File: config.mk
export PLATFORM = sky130hd
export DESIGN_NAME = pipemw_nway
export DESIGN_NICKNAME = d
export VERILOG_FILES = /design/src/rtl/pipe_pkg.sv /design/src/rtl/pipemw_conflict.sv /design/src/rtl/pipemw_nway.sv
export SDC_FILE = /design/constraint.sdc
export NUM_CORES = 1
export LEC_CHECK = 0
export ABC_AREA = 1
export CORE_AREA = 3 3 151 153
export DETAILED_ROUTE_END_ITERATION = 6
export DIE_AREA = 0 0 154 156
export PLACE_DENSITY = 0.76
export SYNTH_ARGS = -nofsm -noshare
export SYNTH_HDL_FRONTEND = slang
export SYNTH_SLANG_ARGS = --single-unit
File: constraint.sdc
create_clock -name clk -period 2.3 [get_ports clk]
set_clock_uncertainty 0.15 [all_clocks]
set_input_delay 0.345 -clock clk [delete_from_list [all_inputs] [get_ports clk]]
set_output_delay 0.345 -clock clk [all_outputs]
set_load 0.02 [all_outputs]
File: src/rtl/pipe_pkg.sv
// Shared defaults for the M/W pipeline register slice.
// Imported by the writeback stage and its helper logic.
package pipe_pkg;

  localparam int LANES_DEF = 2;
  localparam int DW_DEF    = 32;
  localparam int RW_DEF    = 5;
  localparam int CW_DEF    = 32;
  localparam int ZERO_REG  = 0;

endpackage

File: src/rtl/pipemw_conflict.sv
// Same-destination squash mask for the W stage.
// Older lane loses to any younger lane writing the same register.
module pipemw_conflict
  import pipe_pkg::*;
#(
  parameter int LANES = LANES_DEF,
  parameter int RW    = RW_DEF
) (
  input  logic [LANES-1:0]    qual,
  input  logic [LANES*RW-1:0] writereg,
  output logic [LANES-1:0]    squash
);

  always_comb begin
    squash = '0;
    for (int i = 0; i < LANES; i++) begin
      for (int j = i + 1; j < LANES; j++) begin
        if (qual[i] && qual[j] &&
            writereg[i*RW +: RW] == writereg[j*RW +: RW])
          squash[i] = 1'b1;
      end
    end
  end

endmodule

File: src/rtl/pipemw_nway.sv
// Multi-lane M->W pipeline register with writeback mux,
// register-write qualification and retired-instruction counter.
module pipemw_nway
  import pipe_pkg::*;
#(
  parameter int LANES = LANES_DEF,
  parameter int DW    = DW_DEF,
  parameter int RW    = RW_DEF,
  parameter int CW    = CW_DEF
) (
  input  logic                clk,
  input  logic                rst,
  input  logic                stallw,
  input  logic                flushw,
  input  logic [LANES-1:0]    validm,
  input  logic [LANES-1:0]    memtoregm,
  input  logic [LANES-1:0]    regwritem,
  input  logic [LANES*DW-1:0] readdatam,
  input  logic [LANES*DW-1:0] aluoutm,
  input  logic [LANES*RW-1:0] writeregm,
  output logic [LANES-1:0]    validw,
  output logic [LANES-1:0]    memtoregw,
  output logic [LANES-1:0]    regwritew,
  output logic [LANES*DW-1:0] readdataw,
  output logic [LANES*DW-1:0] aluoutw,
  output logic [LANES*RW-1:0] writeregw,
  output logic [LANES*DW-1:0] resultw,
  output logic [CW-1:0]       retiredw
);

  function automatic logic [CW-1:0] popcount(
    input logic [LANES-1:0] v
  );
    logic [CW-1:0] c;
    c = '0;
    for (int i = 0; i < LANES; i++)
      c = c + CW'(v[i]);
    return c;
  endfunction

  logic [LANES-1:0] qual;
  logic [LANES-1:0] squash;

  always_comb begin
    qual = '0;
    for (int i = 0; i < LANES; i++)
      qual[i] = validm[i] & regwritem[i] &
                (writeregm[i*RW +: RW] != RW'(ZERO_REG));
  end

  pipemw_conflict #(
    .LANES (LANES),
    .RW    (RW)
  ) u_conflict (
    .qual     (qual),
    .writereg (writeregm),
    .squash   (squash)
  );

  always_ff @(posedge clk) begin
    if (rst) begin
      validw    <= '0;
      memtoregw <= '0;
      regwritew <= '0;
      readdataw <= '0;
      aluoutw   <= '0;
      writeregw <= '0;
      retiredw  <= '0;
    end else if (stallw) begin
      validw    <= validw;
      memtoregw <= memtoregw;
      regwritew <= regwritew;
      retiredw  <= retiredw;
    end else if (flushw) begin
      // Bubble: control cleared, payload left as-is.
      validw    <= '0;
      memtoregw <= '0;
      regwritew <= '0;
    end else begin
      validw    <= validm;
      memtoregw <= memtoregm & validm;
      regwritew <= qual & ~squash;
      readdataw <= readdatam;
      aluoutw   <= aluoutm;
      writeregw <= writeregm;
      retiredw  <= retiredw + popcount(validm);
    end
  end

  always_comb begin
    resultw = '0;
    for (int i = 0; i < LANES; i++) begin
      if (!rst)
        resultw[i*DW +: DW] = memtoregw[i] ?
          readdataw[i*DW +: DW] : aluoutw[i*DW +: DW];
    end
  end

endmodule

# ---- Word-level counts from Yosys, hierarchy flattened
# Cells that the tools add are included.
dict set report totals {
  register_bits 176
  in_bits 148
  out_inout_bits 240
  elab_cells 32
}
dict set report op_classes {
  add_sub_neg 2
  eq_ne 1
  n_mux 8
  bitwise_logic 9
  reduce_logical 5
}
# cell count
set op_table {}
lappend op_table {{32-bit two-way mux} 4}
lappend op_table {{32-bit by 2-bit adder with 32-bit output} 1}
lappend op_table {{5-bit nonzero test} 2}
lappend op_table {{2-bit two-way mux} 3}
lappend op_table {{5-bit == test} 1}
lappend op_table {{1-bit bitwise AND} 4}
lappend op_table {{2-bit bitwise AND} 2}
lappend op_table {{1-bit by 1-bit adder with 2-bit output} 1}
lappend op_table {{1-bit logical AND} 2}
lappend op_table {{1-bit NOT} 2}
lappend op_table {{1-bit NOT with 2-bit output} 1}
lappend op_table {{2-bit AND reduction} 1}
lappend op_table {{1-bit two-way mux} 1}

# ---- Logic depth before layout (Yosys ltp)
dict set report depth {
  depth_word 8
  mapped_depth 12
  mapped_depth_nobuf 12
}

# ---- By module
# Synthesis repeated with hierarchy kept, for this count alone.
dict set report hier_totals {
  hier_cells 1153
  area_unflattened_um2 7744.9
}
# module instances cells_each area_per_inst_um2 seq_area_each_um2
set by_module_without_submodules {}
lappend by_module_without_submodules {pipemw_nway 1 1128 7634.8 3523.4}
lappend by_module_without_submodules {pipemw_conflict 1 25 110.1 0.0}

# ---- Worst setup path after synthesis
# No wires, ideal clock.
dict set report synth_timing {
  path_type {flip-flop to flip-flop}
  from {reg retiredw[0]}
  to {reg retiredw[30]}
  setup_ns 0.115
  arrival_ns 1.750
  required_ns 2.035
  path_slack_ns 0.285
  path_stages_with_launch 12
  n_path_buf 0
  period_less_slack_ns 2.015
  cell_sequence {dfxtp_1 -> inv_1 -> fa_1 -> inv_1 -> ha_1 -> nand3_4 -> nor2_2 -> nand2_1 -> nor2_1 -> nand3_1 -> nand2_1 -> nor2_1}
}
dict set report synth_between {
  elab_chain_len 1
}
# item line_no
set synth_lines {}
lappend synth_lines {{from (decl)} pipemw_nway.sv:28} ;# output logic [CW-1:0] retiredw
lappend synth_lines {{from (signal assigned)} pipemw_nway.sv:73} ;# retiredw <= retiredw;
lappend synth_lines {{from (signal assigned)} pipemw_nway.sv:86} ;# retiredw <= retiredw + popcount(validm);
lappend synth_lines {{32-bit by 2-bit adder with 32-bit output} pipemw_nway.sv:86}
# No other way between the ends.
# A chain may end at the register's enable or synchronous reset.

# ---- Final worst setup path
dict set report layout_timing {
  from {reg memtoregw[0]}
  to {out resultw[21]}
}
dict set report layout_between {
  elab_chain_len 2
}
# item line_no
set layout_lines {}
lappend layout_lines {{from (decl)} pipemw_nway.sv:22} ;# output logic [LANES-1:0] memtoregw,
lappend layout_lines {{from (signal assigned)} pipemw_nway.sv:71} ;# memtoregw <= memtoregw;
lappend layout_lines {{from (signal assigned)} pipemw_nway.sv:81} ;# memtoregw <= memtoregm & validm;
lappend layout_lines {{32-bit two-way mux} pipemw_nway.sv:94} ;# resultw[i*DW +: DW] = memtoregw[i] ?
lappend layout_lines {{32-bit two-way mux} pipemw_nway.sv:93} ;# if (!rst)
lappend layout_lines {{to (decl)} pipemw_nway.sv:27} ;# output logic [LANES*DW-1:0] resultw,
# No other way between the ends.

==> results.yml <==
final_layout:
  drive_gt1_share_pct: 7.422
  final_cell_mix: "nor2_1, clkdlybuf4s50_1, o21ai_0"
  syn2layout_area_growth_pct: 63.41
  fin_nets: 1646
  antenna_cells: 0
  layout.cells.most_common: "nor2_1"
yosys:
  syn_nets: 1273
  ys_seq_area_share_pct: 46.08
  syn-cell-area_um2: 7646
  ys_seq_elements: 176
  netlist_instances: 1123
  ys.flop_type: "dfxtp_1"
  synth_cell_types: 29
  ys_async_sr_fraction_pct: 0
  yosysWarnings: 0
  syn-mean-instance-area_um2: 6.809
  synth-edff-count: 0
floorplanning:
  die_w_um: 154
  ioPinCount: 388
  die-area_um2: 24020
  initial_core_util_pct: 35.25
  fp.dieH_um: 156
  core_um2: 21690
  rows: 54
route:
  num_vias: 8785
  wl_per_cell_um: 16.72
  drc: 0
  routed_wl_um: 29910
  ant_nets: 0
  drt_iter0_drc: 503
  drt_pass1_iterations: 5
  via_per_inst: 4.911
timing:
  finalHoldViolCount: 0
  worst_hold_slack_ns: 0.3037
  rsz0062_at_grt: "false"
  slew_viol_final: 0
  period_minus_slack_ns: 2.216
  maxSlewHeadroom_pct: 64.38
  setup_viol_count_final: 0
  max_clock_freq_mhz: 451.3
  worst_pin_slew_ns: 0.5343
  setup_slack_ns: 0.08400
  fin_crit_sh_pct: 96.35
critical_path:
  cpPeakStageDelay_ns: 0.39
  reg2reg_setup_slack_ns: 0.25
  required_ns: 1.80
  worstPathArrival_ns: 1.72
  critPathSlowestCell: "dfxtp_1"
  endpoint_kind: "primary output"
  start_kind: "flip-flop"
  path_max_fanout: 33
  path_class: "reg2out"
  crit_chain: "buf_6 > o21ai_0 > nor2_1 > clkdlybuf4s15_1"
power_and_ir_drop:
  peakVddDrop_v: 0.0004299
  leakagePower_nw: 5.426
  switching_share_pct: 28.11
  pwr-share-clk_pct: 38.3
  switchingPower_w: 0.002192
  power_frac_seq_pct: 43.0
  power.internal_w: 0.005605
  pwr-share-comb_pct: 18.7
  power_density_nw_per_um2: 624.1
global_routing:
  grtUsageMet3_pct: 7.018
  met1_usage_pct: 27.97
  busiest_layer: "met2"
  grt_max_degree: 103
  overflow: 0
  antenna_found_initial: 0
  grt_util_all_layers_pct: 23.67
  grt_pass1_vias: 8385
  grt_first_pass_wirelength_um: 45930
  gr-usage-met2_pct: 41.83
placed_design:
  place_congestion: 0.8811
  dp_slack_ns: -0.3704
  portBuffers: 387
  place_hpwl_um: 21900
clock_network:
  clk_latency_ns: 0.42
  cts_root_buf: "clkbuf_16"
  clkTransAtPathRegs_ns: 0.07
  cts.sinks: 176
  numCtsBuffers: 17
  cts_tree: "built"
  cts.path.max_buffers: 2
  cts_max_level: 4
min_path:
  hold_class: "in2reg"
status:
  outcome: "finished clean"
job:
  cap_violations: 0
==> synth_stat cells (all sizes together) (8+ instances only) <==
| cell | n | area (µm²) |
|---|---|---|
| xor2 | 8 | 70.07 |
| clkbuf | 59 | 231.5 |
| nor3 | 9 | 45.04 |
| nand4 | 10 | 62.56 |
| nand2 | 74 | 285.3 |
| o21ai | 212 | 1061 |
| buf | 11 | 65.06 |
| nand3 | 17 | 102.6 |
| nor2 | 457 | 1764 |
| a21oi | 22 | 110.1 |
| dfxtp | 176 | 3523 |
| inv | 55 | 206.4 |
==> final cells by class <==
class / instances / area, µm²
fill: 2033 / 9194
timing repair buffer: 424 / 4167
inverter: 55 / 214.0
clock inverter: 12 / 146.4
sequential: 176 / 3523
tap: 280 / 350.3
multi-input combinational: 822 / 3637
clock buffer: 20 / 456.7
==> per-layer routing <==
metal	share of wire, %	up-vias
met5	0	-
li1	-	4318
met2	49	364
met4	2.7	0
met1	40	4056
met3	8.1	47
==> worst paths after layout <==
kind | depth (start not counted) | from | end
setup / recovery | 4 | memtoregw[0] | resultw[21]
hold / removal | 4 | rst | aluoutw[42]
setup reg to reg | 9 | retiredw[0] | retiredw[26]
hold reg to reg | 2 | regwritew[1] | regwritew[1]
==> metrics by stage <==
stage	instances	power [W]	cell area (µm²)	util (%)	TNS (ns)
final	1789	0.007797	12490	57.61	0
after global routing	1789	0.008109	12490	57.61	0
after CTS	1787	0.007854	12490	57.57	-0.02002
after detailed placement	1755	0.004905	11930	55.01	-18.82
after global placement	1755	0.004890	11930	55.01	-17.58
after floorplan	1123	0.004019	7646	-	0
==> critical path, delay by kind of cell (launching register included) <==
kind	cells	cell delay (ns)
buffers and inverters	2	0.59
DFF	1	0.39
and+or+nand+nor	1	0.16
AOI/OAI and AO/OA	1	0.14
==> what timing repair did <==
item | 4_1_cts | 5_1_grt
buffers inserted | 0 | 1
gates cloned | 0 | 1
endpoints found under the setup margin | 62 | 58
pin swaps | 0 | 2
hold buffers | 0 | 0
resized for setup | 77 | 48
==> state kept, by name, indices dropped and copies added, names as in the netlist <==
name and count:
regwritew 2, writeregw 10, validw 2, aluoutw 64
memtoregw 2, readdataw 64, retiredw 32
==> power groups by stage <==
stage	Clock [W]	Combinational, W	Sequential (W)
2_1_floorplan	0	0.000437	0.00358
3_3_place_gp	0	0.00148	0.00341
3_5_place_dp	0	0.00149	0.00342
4_1_cts	0.00304	0.00146	0.00335
5_1_grt	0.00317	0.00156	0.00337
6_report	0.00298	0.00146	0.00335
==> cell families (layout without fill, tap and decap cells) <==
| logic type | Yosys count | count (layout) | synth area share (%) |
|---|---|---|---|
| xor+xnor | 12 | 12 | 1.375 |
| simple gates | 570 | 570 | 29.85 |
| fa+ha+maj | 2 | 2 | 0.4254 |
| flops | 176 | 176 | 46.08 |
| compound gates | 238 | 238 | 15.69 |
| buf+inv | 125 | 511 | 6.578 |
No activity file was read; power rests on OpenSTA's default activity.
